===== src/rtl/iob_cache_ctrl_stats_pkg.sv =====
// Shared constants and types for the cache control statistics back-end.
// Holds the default counter width, counter slot indices, invalidate FSM
// state encoding and a small helper that sums two event pulses.
package iob_cache_ctrl_stats_pkg;

  localparam int CNT_W_DEFAULT = 32;
  localparam int NUM_CNT       = 6;

  // Slot order of the six counters inside the back-end arrays
  localparam int CNT_RW_HIT     = 0;
  localparam int CNT_RW_MISS    = 1;
  localparam int CNT_READ_HIT   = 2;
  localparam int CNT_READ_MISS  = 3;
  localparam int CNT_WRITE_HIT  = 4;
  localparam int CNT_WRITE_MISS = 5;

  typedef enum logic [1:0] {
    INV_IDLE  = 2'd0,
    INV_DRAIN = 2'd1,
    INV_INV   = 2'd2
  } inv_state_t;

  // Sum of two single-bit events: 0, 1 or 2
  function automatic logic [1:0] add2(input logic a, input logic b);
    return {a & b, a ^ b};
  endfunction

endpackage


===== src/rtl/iob_cache_ctrl_stats_event_cnt.sv =====
// Event counter with synchronous clear priority.
// Ports: clk_i/cke_i/arst_i clocking, clr_i synchronous clear (wins over
// any increment), inc_i increment of 0..2, cnt_o current count.
// Arithmetic wraps modulo 2^CNT_W.
module iob_cache_ctrl_stats_event_cnt #(
  parameter int CNT_W = 32
) (
  input  logic             clk_i,
  input  logic             cke_i,
  input  logic             arst_i,
  input  logic             clr_i,
  input  logic [1:0]       inc_i,
  output logic [CNT_W-1:0] cnt_o
);

  always_ff @(posedge clk_i or posedge arst_i) begin
    if (arst_i) begin
      cnt_o <= '0;
    end else if (cke_i) begin
      if (clr_i) begin
        cnt_o <= '0;
      end else begin
        cnt_o <= cnt_o + CNT_W'(inc_i);
      end
    end
  end

endmodule


===== src/rtl/iob_cache_ctrl_stats.sv =====
// Statistics and maintenance back-end for the cache control register bank.
// Ports:
//   clk_i, cke_i, arst_i             clock, clock enable, async reset
//   read/write hit/miss event pulses from the cache front-end
//   wtb_empty_i, wtb_full_i          write-through buffer status
//   <REG>_ren_i/_rdata_o/_rvalid_o/_rready_o   register bank read ports
//   RST_CNTRS_*                      counter clear write port
//   INVALIDATE_*                     invalidate request write port
//   invalidate_o                     one-cycle invalidate to tag/valid memory
module iob_cache_ctrl_stats
  import iob_cache_ctrl_stats_pkg::*;
#(
  parameter int CNT_W        = CNT_W_DEFAULT,
  parameter int USE_CTRL_CNT = 1
) (
  input  logic             clk_i,
  input  logic             cke_i,
  input  logic             arst_i,
  input  logic             read_hit_i,
  input  logic             read_miss_i,
  input  logic             write_hit_i,
  input  logic             write_miss_i,
  input  logic             wtb_empty_i,
  input  logic             wtb_full_i,
  input  logic             WTB_EMPTY_ren_i,
  output logic             WTB_EMPTY_rdata_o,
  output logic             WTB_EMPTY_rvalid_o,
  output logic             WTB_EMPTY_rready_o,
  input  logic             WTB_FULL_ren_i,
  output logic             WTB_FULL_rdata_o,
  output logic             WTB_FULL_rvalid_o,
  output logic             WTB_FULL_rready_o,
  input  logic             RW_HIT_ren_i,
  output logic [CNT_W-1:0] RW_HIT_rdata_o,
  output logic             RW_HIT_rvalid_o,
  output logic             RW_HIT_rready_o,
  input  logic             RW_MISS_ren_i,
  output logic [CNT_W-1:0] RW_MISS_rdata_o,
  output logic             RW_MISS_rvalid_o,
  output logic             RW_MISS_rready_o,
  input  logic             READ_HIT_ren_i,
  output logic [CNT_W-1:0] READ_HIT_rdata_o,
  output logic             READ_HIT_rvalid_o,
  output logic             READ_HIT_rready_o,
  input  logic             READ_MISS_ren_i,
  output logic [CNT_W-1:0] READ_MISS_rdata_o,
  output logic             READ_MISS_rvalid_o,
  output logic             READ_MISS_rready_o,
  input  logic             WRITE_HIT_ren_i,
  output logic [CNT_W-1:0] WRITE_HIT_rdata_o,
  output logic             WRITE_HIT_rvalid_o,
  output logic             WRITE_HIT_rready_o,
  input  logic             WRITE_MISS_ren_i,
  output logic [CNT_W-1:0] WRITE_MISS_rdata_o,
  output logic             WRITE_MISS_rvalid_o,
  output logic             WRITE_MISS_rready_o,
  input  logic             RST_CNTRS_wdata_i,
  input  logic             RST_CNTRS_wen_i,
  output logic             RST_CNTRS_wready_o,
  input  logic             INVALIDATE_wdata_i,
  input  logic             INVALIDATE_wen_i,
  output logic             INVALIDATE_wready_o,
  output logic             invalidate_o
);

  logic [NUM_CNT-1:0] ren;
  logic [1:0]         inc      [NUM_CNT];
  logic [CNT_W-1:0]   cnt      [NUM_CNT];
  logic [CNT_W-1:0]   rdata_q  [NUM_CNT];
  logic [NUM_CNT-1:0] rvalid_q;
  logic               clr;
  logic [1:0]         wtb_ren;
  logic [1:0]         wtb_rdata_q;
  logic [1:0]         wtb_rvalid_q;
  inv_state_t         state, state_nxt;

  assign ren = {WRITE_MISS_ren_i, WRITE_HIT_ren_i, READ_MISS_ren_i,
                READ_HIT_ren_i, RW_MISS_ren_i, RW_HIT_ren_i};
  assign wtb_ren = {WTB_FULL_ren_i, WTB_EMPTY_ren_i};
  assign clr = RST_CNTRS_wen_i & RST_CNTRS_wdata_i;

  assign inc[CNT_RW_HIT]     = add2(read_hit_i, write_hit_i);
  assign inc[CNT_RW_MISS]    = add2(read_miss_i, write_miss_i);
  assign inc[CNT_READ_HIT]   = {1'b0, read_hit_i};
  assign inc[CNT_READ_MISS]  = {1'b0, read_miss_i};
  assign inc[CNT_WRITE_HIT]  = {1'b0, write_hit_i};
  assign inc[CNT_WRITE_MISS] = {1'b0, write_miss_i};

  // Counters exist only when enabled; otherwise every slot reads as zero
  // while the read handshakes below keep responding.
  generate
    if (USE_CTRL_CNT != 0) begin : g_cnt
      for (genvar i = 0; i < NUM_CNT; i++) begin : g_inst
        iob_cache_ctrl_stats_event_cnt #(.CNT_W(CNT_W)) u_cnt (
          .clk_i (clk_i),
          .cke_i (cke_i),
          .arst_i(arst_i),
          .clr_i (clr),
          .inc_i (inc[i]),
          .cnt_o (cnt[i])
        );
      end
    end else begin : g_no_cnt
      for (genvar i = 0; i < NUM_CNT; i++) begin : g_zero
        assign cnt[i] = '0;
      end
    end
  endgenerate

  // Read holding registers capture the pre-increment value on ren and keep
  // it until the next ren; rvalid is ren delayed by one enabled cycle.
  always_ff @(posedge clk_i or posedge arst_i) begin
    if (arst_i) begin
      rvalid_q     <= '0;
      wtb_rvalid_q <= '0;
      wtb_rdata_q  <= '0;
      for (int i = 0; i < NUM_CNT; i++) rdata_q[i] <= '0;
    end else if (cke_i) begin
      rvalid_q     <= ren;
      wtb_rvalid_q <= wtb_ren;
      if (wtb_ren[0]) wtb_rdata_q[0] <= wtb_empty_i;
      if (wtb_ren[1]) wtb_rdata_q[1] <= wtb_full_i;
      for (int i = 0; i < NUM_CNT; i++) begin
        if (ren[i]) rdata_q[i] <= cnt[i];
      end
    end
  end

  always_ff @(posedge clk_i or posedge arst_i) begin
    if (arst_i) begin
      state <= INV_IDLE;
    end else if (cke_i) begin
      state <= state_nxt;
    end
  end

  // DRAIN is always visited, even with an empty buffer, so the invalidate
  // never overtakes a write still sitting in the write-through buffer.
  always_comb begin
    state_nxt           = state;
    invalidate_o        = 1'b0;
    INVALIDATE_wready_o = 1'b0;
    case (state)
      INV_IDLE: begin
        INVALIDATE_wready_o = 1'b1;
        if (INVALIDATE_wen_i && INVALIDATE_wdata_i) state_nxt = INV_DRAIN;
      end
      INV_DRAIN: begin
        if (wtb_empty_i) state_nxt = INV_INV;
      end
      INV_INV: begin
        invalidate_o = 1'b1;
        state_nxt    = INV_IDLE;
      end
      default: state_nxt = INV_IDLE;
    endcase
  end

  assign RW_HIT_rdata_o      = rdata_q[CNT_RW_HIT];
  assign RW_MISS_rdata_o     = rdata_q[CNT_RW_MISS];
  assign READ_HIT_rdata_o    = rdata_q[CNT_READ_HIT];
  assign READ_MISS_rdata_o   = rdata_q[CNT_READ_MISS];
  assign WRITE_HIT_rdata_o   = rdata_q[CNT_WRITE_HIT];
  assign WRITE_MISS_rdata_o  = rdata_q[CNT_WRITE_MISS];
  assign RW_HIT_rvalid_o     = rvalid_q[CNT_RW_HIT];
  assign RW_MISS_rvalid_o    = rvalid_q[CNT_RW_MISS];
  assign READ_HIT_rvalid_o   = rvalid_q[CNT_READ_HIT];
  assign READ_MISS_rvalid_o  = rvalid_q[CNT_READ_MISS];
  assign WRITE_HIT_rvalid_o  = rvalid_q[CNT_WRITE_HIT];
  assign WRITE_MISS_rvalid_o = rvalid_q[CNT_WRITE_MISS];
  assign RW_HIT_rready_o     = 1'b1;
  assign RW_MISS_rready_o    = 1'b1;
  assign READ_HIT_rready_o   = 1'b1;
  assign READ_MISS_rready_o  = 1'b1;
  assign WRITE_HIT_rready_o  = 1'b1;
  assign WRITE_MISS_rready_o = 1'b1;
  assign WTB_EMPTY_rdata_o   = wtb_rdata_q[0];
  assign WTB_FULL_rdata_o    = wtb_rdata_q[1];
  assign WTB_EMPTY_rvalid_o  = wtb_rvalid_q[0];
  assign WTB_FULL_rvalid_o   = wtb_rvalid_q[1];
  assign WTB_EMPTY_rready_o  = 1'b1;
  assign WTB_FULL_rready_o   = 1'b1;
  assign RST_CNTRS_wready_o  = 1'b1;

endmodule


===== config.mk =====
export PLATFORM = sky130hd
export DESIGN_NAME = iob_cache_ctrl_stats
export DESIGN_NICKNAME = d
export VERILOG_FILES = /design/src/rtl/iob_cache_ctrl_stats_pkg.sv /design/src/rtl/iob_cache_ctrl_stats_event_cnt.sv /design/src/rtl/iob_cache_ctrl_stats.sv
export SDC_FILE = /design/constraint.sdc
export NUM_CORES = 1
export LEC_CHECK = 0
export ABC_AREA = 1
export ABC_CLOCK_PERIOD_IN_PS = 19200
export CORE_UTILIZATION = 50
export CTS_CLUSTER_DIAMETER = 100
export DETAILED_ROUTE_END_ITERATION = 10
export MAX_ROUTING_LAYER = met4
export PLACE_DENSITY_LB_ADDON = 0.2
export REMOVE_ABC_BUFFERS = 1
export SKIP_LAST_GASP = 1
export SLEW_MARGIN = 40
export SYNTH_ARGS = -nofsm -noshare
export SYNTH_HDL_FRONTEND = slang
export SYNTH_SLANG_ARGS = --single-unit
export TNS_END_PERCENT = 1

===== constraint.sdc =====
create_clock -name clk_i -period 19.2 [get_ports clk_i]
set_input_delay 1.92 -clock clk_i [delete_from_list [all_inputs] [get_ports clk_i]]
set_output_delay 1.92 -clock clk_i [all_outputs]
set_load 0.05 [all_outputs]

### After elaboration in Yosys (flattened, before gate mapping)

Cells that the tools add are included.

| cells by class | value |
|---|---|
| $add $sub $neg | 6 |
| mux-type cells | 11 |
| equality and inequality tests | 4 |
| reductions and logical operators | 11 |
| bitwise gates (word level) | 5 |

Operators by type and width:

| operator | count |
|---|---|
| 32-bit 2-to-1 mux | 6 |
| 32-bit by 1-bit adder with 32-bit output | 4 |
| 32-bit by 2-bit adder with 32-bit output | 2 |
| 2-bit AND reduction | 8 |
| 2-bit 2-to-1 mux | 2 |
| 2-bit != test (second input constant) | 2 |
| 2-bit case mux with 2 select lines | 1 |
| 1-bit AND | 3 |
| 3-bit AND reduction | 1 |
| 2-bit by 1-bit == test with 1-bit output (second input constant) | 1 |
| 2-bit == test (second input constant) | 1 |
| 2-bit logical NOT | 1 |
| 1-bit 2-to-1 mux | 2 |
| 1-bit XOR | 2 |
| 1-bit logical AND | 1 |

| storage, ports and cells | value |
|---|---|
| output and inout bits | 213 |
| input port bits | 21 |
| logic and storage cells | 54 |
| bits in registers | 396 |

### Longest topological paths before layout

| logic depth | value |
|---|---|
| depth after elaboration | 3 |
| gate-level depth with buffers | 12 |

### By module

A second synthesis with hierarchy kept.

| second synthesis, totals | value |
|---|---|
| cells, all modules | 2671 |
| area, all modules | 20043.0 µm² |

Modules (own cells, without submodules):

| module | times used | sequential area each (µm²) | area each (µm²) | cells each |
|---|---|---|---|---|
| iob_cache_ctrl_stats_event_cnt (g_cnt.g_inst[0].u_cnt ...) | 5 | 800.8 | 1981.9 | 295 |
| iob_cache_ctrl_stats | 1 | 5104.9 | 8141.6 | 905 |
| iob_cache_ctrl_stats_event_cnt (g_cnt.g_inst[2].u_cnt) | 1 | 800.8 | 1991.9 | 291 |

### Least setup slack after synthesis

OpenSTA, ideal clock, no wires.

| timing | value |
|---|---|
| kind | input -> register |
| start point | in read_hit_i |
| end point | reg g_cnt.g_inst[0].u_cnt.cnt_o[6] |
| stages on the path | 9 |
| buffers on the path | 0 |
| library setup time | 126 ps |
| arrival time | 3320 ps |
| setup slack | 15754 ps |
| path through | ha_1 > ha_1 > fa_1 > nand3_1 > nor2_1 > nand2_1 > inv_1 > o21ai_0 > a21oi_1 |

| between the ends | value |
|---|---|
| cells in the longest elaborated chain, start to end | 3 |

Ends and longest elaborated chain:

| what | RTL line | text |
|---|---|---|
| start, declared | iob_cache_ctrl_stats.sv:19 | `input logic read_hit_i,` |
| 1-bit XOR / 1-bit AND (equally long branches) | iob_cache_ctrl_stats_pkg.sv:25 | `return {a & b, a ^ b};` |
| 32-bit by 2-bit adder with 32-bit output * | iob_cache_ctrl_stats_event_cnt.sv:23 | `cnt_o <= cnt_o + CNT_W'(inc_i);` |
| 32-bit 2-to-1 mux * | iob_cache_ctrl_stats_event_cnt.sv:20 | `if (clr_i) begin` |
| end signal, assigned | iob_cache_ctrl_stats_event_cnt.sv:23 |  |
| end, declared | iob_cache_ctrl_stats_event_cnt.sv:13 | `output logic [CNT_W-1:0] cnt_o` |

Mark *: on every way between the ends. The rest lies on a longest branch, timed or not.
A chain may end at the register's enable or synchronous reset.

==> impl_metrics.json <==
{
  "clock_latency_ns": 0.54,
  "synth_top_family_by_area": "simple AND/OR/NAND/NOR gates",
  "synth_compound_area_share_pct": 9.035,
  "dp_hpwl_mm": 31.86,
  "maxCapViolCount": 0,
  "muxShareOfSynthArea_pct": 3.970,
  "drt-total-wl_mm": 46.03,
  "ctsResizeCount": 0,
  "setup_viol": 0,
  "crit_family": "buffers and inverters",
  "leakagePower_nw": 10.64,
  "grt_pass1_wl_mm": 75.53,
  "synth_area_um2": 18720,
  "first_pass_iters": 5,
  "path_common_cell": "buf_16",
  "final.setup_skew_ns": 0.01029,
  "powerDensity_nw_per_um2": 85.08,
  "vias_per_cell": 5.243,
  "tightestPinTransition_ns": 0.7541,
  "yosysSeqAreaShare_pct": 52.93,
  "h-tree-depth": 2,
  "finalHoldViolCount": 0,
  "ir_drop_mv": 0.05269,
  "synthTopCellsByArea": "dfrtp_1 53%, nand2_1 11%, nor2_1 6.3%",
  "rsz0062_at_grt": "no",
  "worstSetupEndpointType": "async pin",
  "placementRows": 70,
  "crit_fanout": 97,
  "stdcell_area_um2": 22820,
  "tns_ns": 0,
  "vias": 15644,
  "cp-start-kind": "primary input",
  "ys_types": 35,
  "maxSlewHeadroom_pct": 49.73,
  "route.met3.wl_mm": 2.075,
  "cts_hold_buf": 0,
  "cts_made_buffers": 42,
  "fin_cells": 2984,
  "die_x_um": 195.5,
  "required_ns": 19.81,
  "drtIter0Drc": 1132,
  "drtAntennaViolNets": 0,
  "layout-drive-gt1-share_pct": 7.790,
  "m1WireLength_mm": 21.07,
  "maxUsedRoutingLayer": "met4",
  "cp.buffers_inverters": 6,
  "clkTransAtPathRegs_ns": 0.06,
  "initial_core_util_pct": 51.02,
  "hp-class": "flop to flop",
  "yosysTopAreaCell": "dfrtp_1",
  "diodes": 0,
  "synth.top_cell.area_share_pct": 52.93,
  "core_area_um2": 36700,
  "cts_sinks": 396,
  "area_delta_synth_final_pct": 21.90,
  "grt_use_total_pct": 25.10,
  "gr-total-overflow": 0,
  "cts_buffer_depth": 3,
  "fin_crit_sh_pct": 21.62,
  "crit_path_max_incr_delay_ns": 0.64,
  "period_needed_ns": 4.150,
  "fmax_ghz": 0.2410,
  "post_drt_wl_per_cell_um": 15.42,
  "port_buffers": 224,
  "cp_slowest_cell": "clkbuf_8",
  "crit_type": "primary input to async pin",
  "cts_root_buf": "clkbuf_16",
  "syn_area_per_cell_um2": 8.252,
  "postCtsSetupBuffers": 0,
  "hold_ws_ns": 0.4768,
  "syn_inst": 2269,
  "die_area_um2": 38220,
  "worstPathCellList": "clkdlybuf4s50_1 -> inv_12 -> buf_16 -> buf_12 -> buf_16 -> clkbuf_8",
  "outcome": "complete, no violations",
  "layout.nets": 2521,
  "place_inst": 2907,
  "gp_congestion": 0.9370,
  "ios": 234,
  "antenna_found_initial": 0,
  "synth-simple-area-share_pct": 25.76,
  "cts_tree": "done",
  "synth-adder-area-share_pct": 1.149,
  "die_y_um": 195.5,
  "grt_pass1_vias": 14922,
  "wl_met2_mm": 21.69,
  "drcViolationCount": 0,
  "synth_warnings": 0,
  "p_total_w": 0.001942,
  "slew_viol_final": 0,
  "synth_xor_area_share_pct": 0,
  "place_area_um2": 21350,
  "cp.arrival_ns": 4.76,
  "grt_max_degree": 143,
  "ys_seq_elements": 396
}
## worst paths after layout
kind,from,end,slack (ns),depth (start not counted)
setup / recovery,arst_i,g_cnt.g_inst[1].u_cnt.cnt_o[27],15.05,6
hold reg to reg,rvalid_q[1],rvalid_q[1],0.48,2
max in group clk_i,state[0],INVALIDATE_wready_o,15.20,2
hold / removal,rvalid_q[1],rvalid_q[1],0.48,2
setup reg to reg,g_cnt.g_inst[5].u_cnt.cnt_o[0],g_cnt.g_inst[5].u_cnt.cnt_o[26],17.26,9
min in group asynchronous,arst_i,wtb_rdata_q[1],1.81,2
## logic make-up (layout without fill, tap and decap cells)
| group | Yosys count | count (layout) |
|---|---|---|
| simple gates | 1130 | 1130 |
| other cells | 1 | 9 |
| buf+inv | 328 | 567 |
| compound gates | 332 | 332 |
| fa+ha+maj | 16 | 16 |
| mux | 66 | 66 |
| flops | 396 | 396 |
## routing by layer
layer  global-route usage (%)  vias up
li1                         -     7740
met5                        -        -
met1                    33.71     7458
met2                    40.01      375
met4                    7.728        0
met3                    2.988       71
## power breakdown
group          switching [W]  internal, W  total [W]
clock               0.000329     0.000509   0.000838
combinational       0.000149    0.0000623   0.000212
sequential         0.0000269     0.000865   0.000892
total               0.000505      0.00144    0.00194
## worst register-to-register path, stage by stage, from the launching register on
cell     delay, ns
dfrtp_1       0.35
ha_1          0.21
ha_1          0.21
nand3_1       0.13
nor2_1        0.31
nand3_1       0.17
nor2_1        0.24
nand3_1       0.11
nand2_1       0.07
nor2_1        0.05
## through the flow
| step | setup slack [ns] | utilization [%] |
|---|---|---|
| finish | 15.05 | 62.19 |
| CTS | 14.97 | 62.11 |
| detailed placement | 14.39 | 58.18 |
| global route | 14.63 | 62.19 |
| global placement | 14.04 | 58.05 |
| floorplan | 6.269 | - |
## state kept, by name, indices dropped and copies added, names as in the netlist
register	cells
RW_HIT_rdata_o	32
wtb_rdata_q	2
WRITE_MISS_rdata_o	32
READ_HIT_rdata_o	32
state	2
WRITE_HIT_rdata_o	32
g_cnt.g_inst.u_cnt.cnt_o	192
READ_MISS_rdata_o	32
RW_MISS_rdata_o	32
wtb_rvalid_q	2
rvalid_q	6
## cells in the final DEF (no fill, tap or decap), types with 3 or more instances in the layout
cell	count
nand2_1	538
dfrtp_1	396
nor2_1	313
inv_1	249
clkdlybuf4s50_1	223
o21ai_0	209
nand3_1	143
a21oi_1	108
mux2_2	66
nor3_1	46
clkbuf_16	45
nand4_1	37
nor2_2	18
ha_1	14
clkbuf_8	12
nor2_4	11
conb_1	9
clkbuf_1	9
clkinv_2	8
buf_4	8
and2_1	5
nand3b_1	5
inv_2	4
o21ai_1	4
a31oi_1	4
o21a_1	4
nand3_2	3
nor3_2	3
bufinv_16	3
## layout make-up
type                            count  area [um2]
Timing Repair Buffer              236        2392
Sequential cell                   396        9910
Tap cell                          468       585.6
Clock inverter                     11       130.1
Fill cell                        3176       13870
Multi-Input combinational cell   1553        7522
Clock buffer                       65        1311
Inverter                          255       972.2
## Yosys cell counts
master / number
nor2_4: 11
nor3b_2: 1
mux2_2: 66
fa_1: 2
nor3_2: 3
a211oi_1: 1
inv_1: 250
and2_1: 5
nand3_4: 1
buf_2: 21
nor2_8: 1
dfrtp_1: 396
nor2_1: 313
nand4_1: 37
o21ai_0: 209
nand3_1: 143
o21ai_1: 4
a31oi_1: 4
nand2_1: 540
conb_1: 1
buf_6: 5
nand2_2: 2
o21a_1: 4
o211a_1: 1
nor3_4: 1
nor3_1: 46
a21oi_1: 108
nand3_2: 3
nand3b_1: 5
inv_2: 5
ha_1: 14
a211oi_2: 1
buf_4: 11
clkbuf_1: 36
nor2_2: 18
Note: power is estimated with default switching activity, not from simulation.
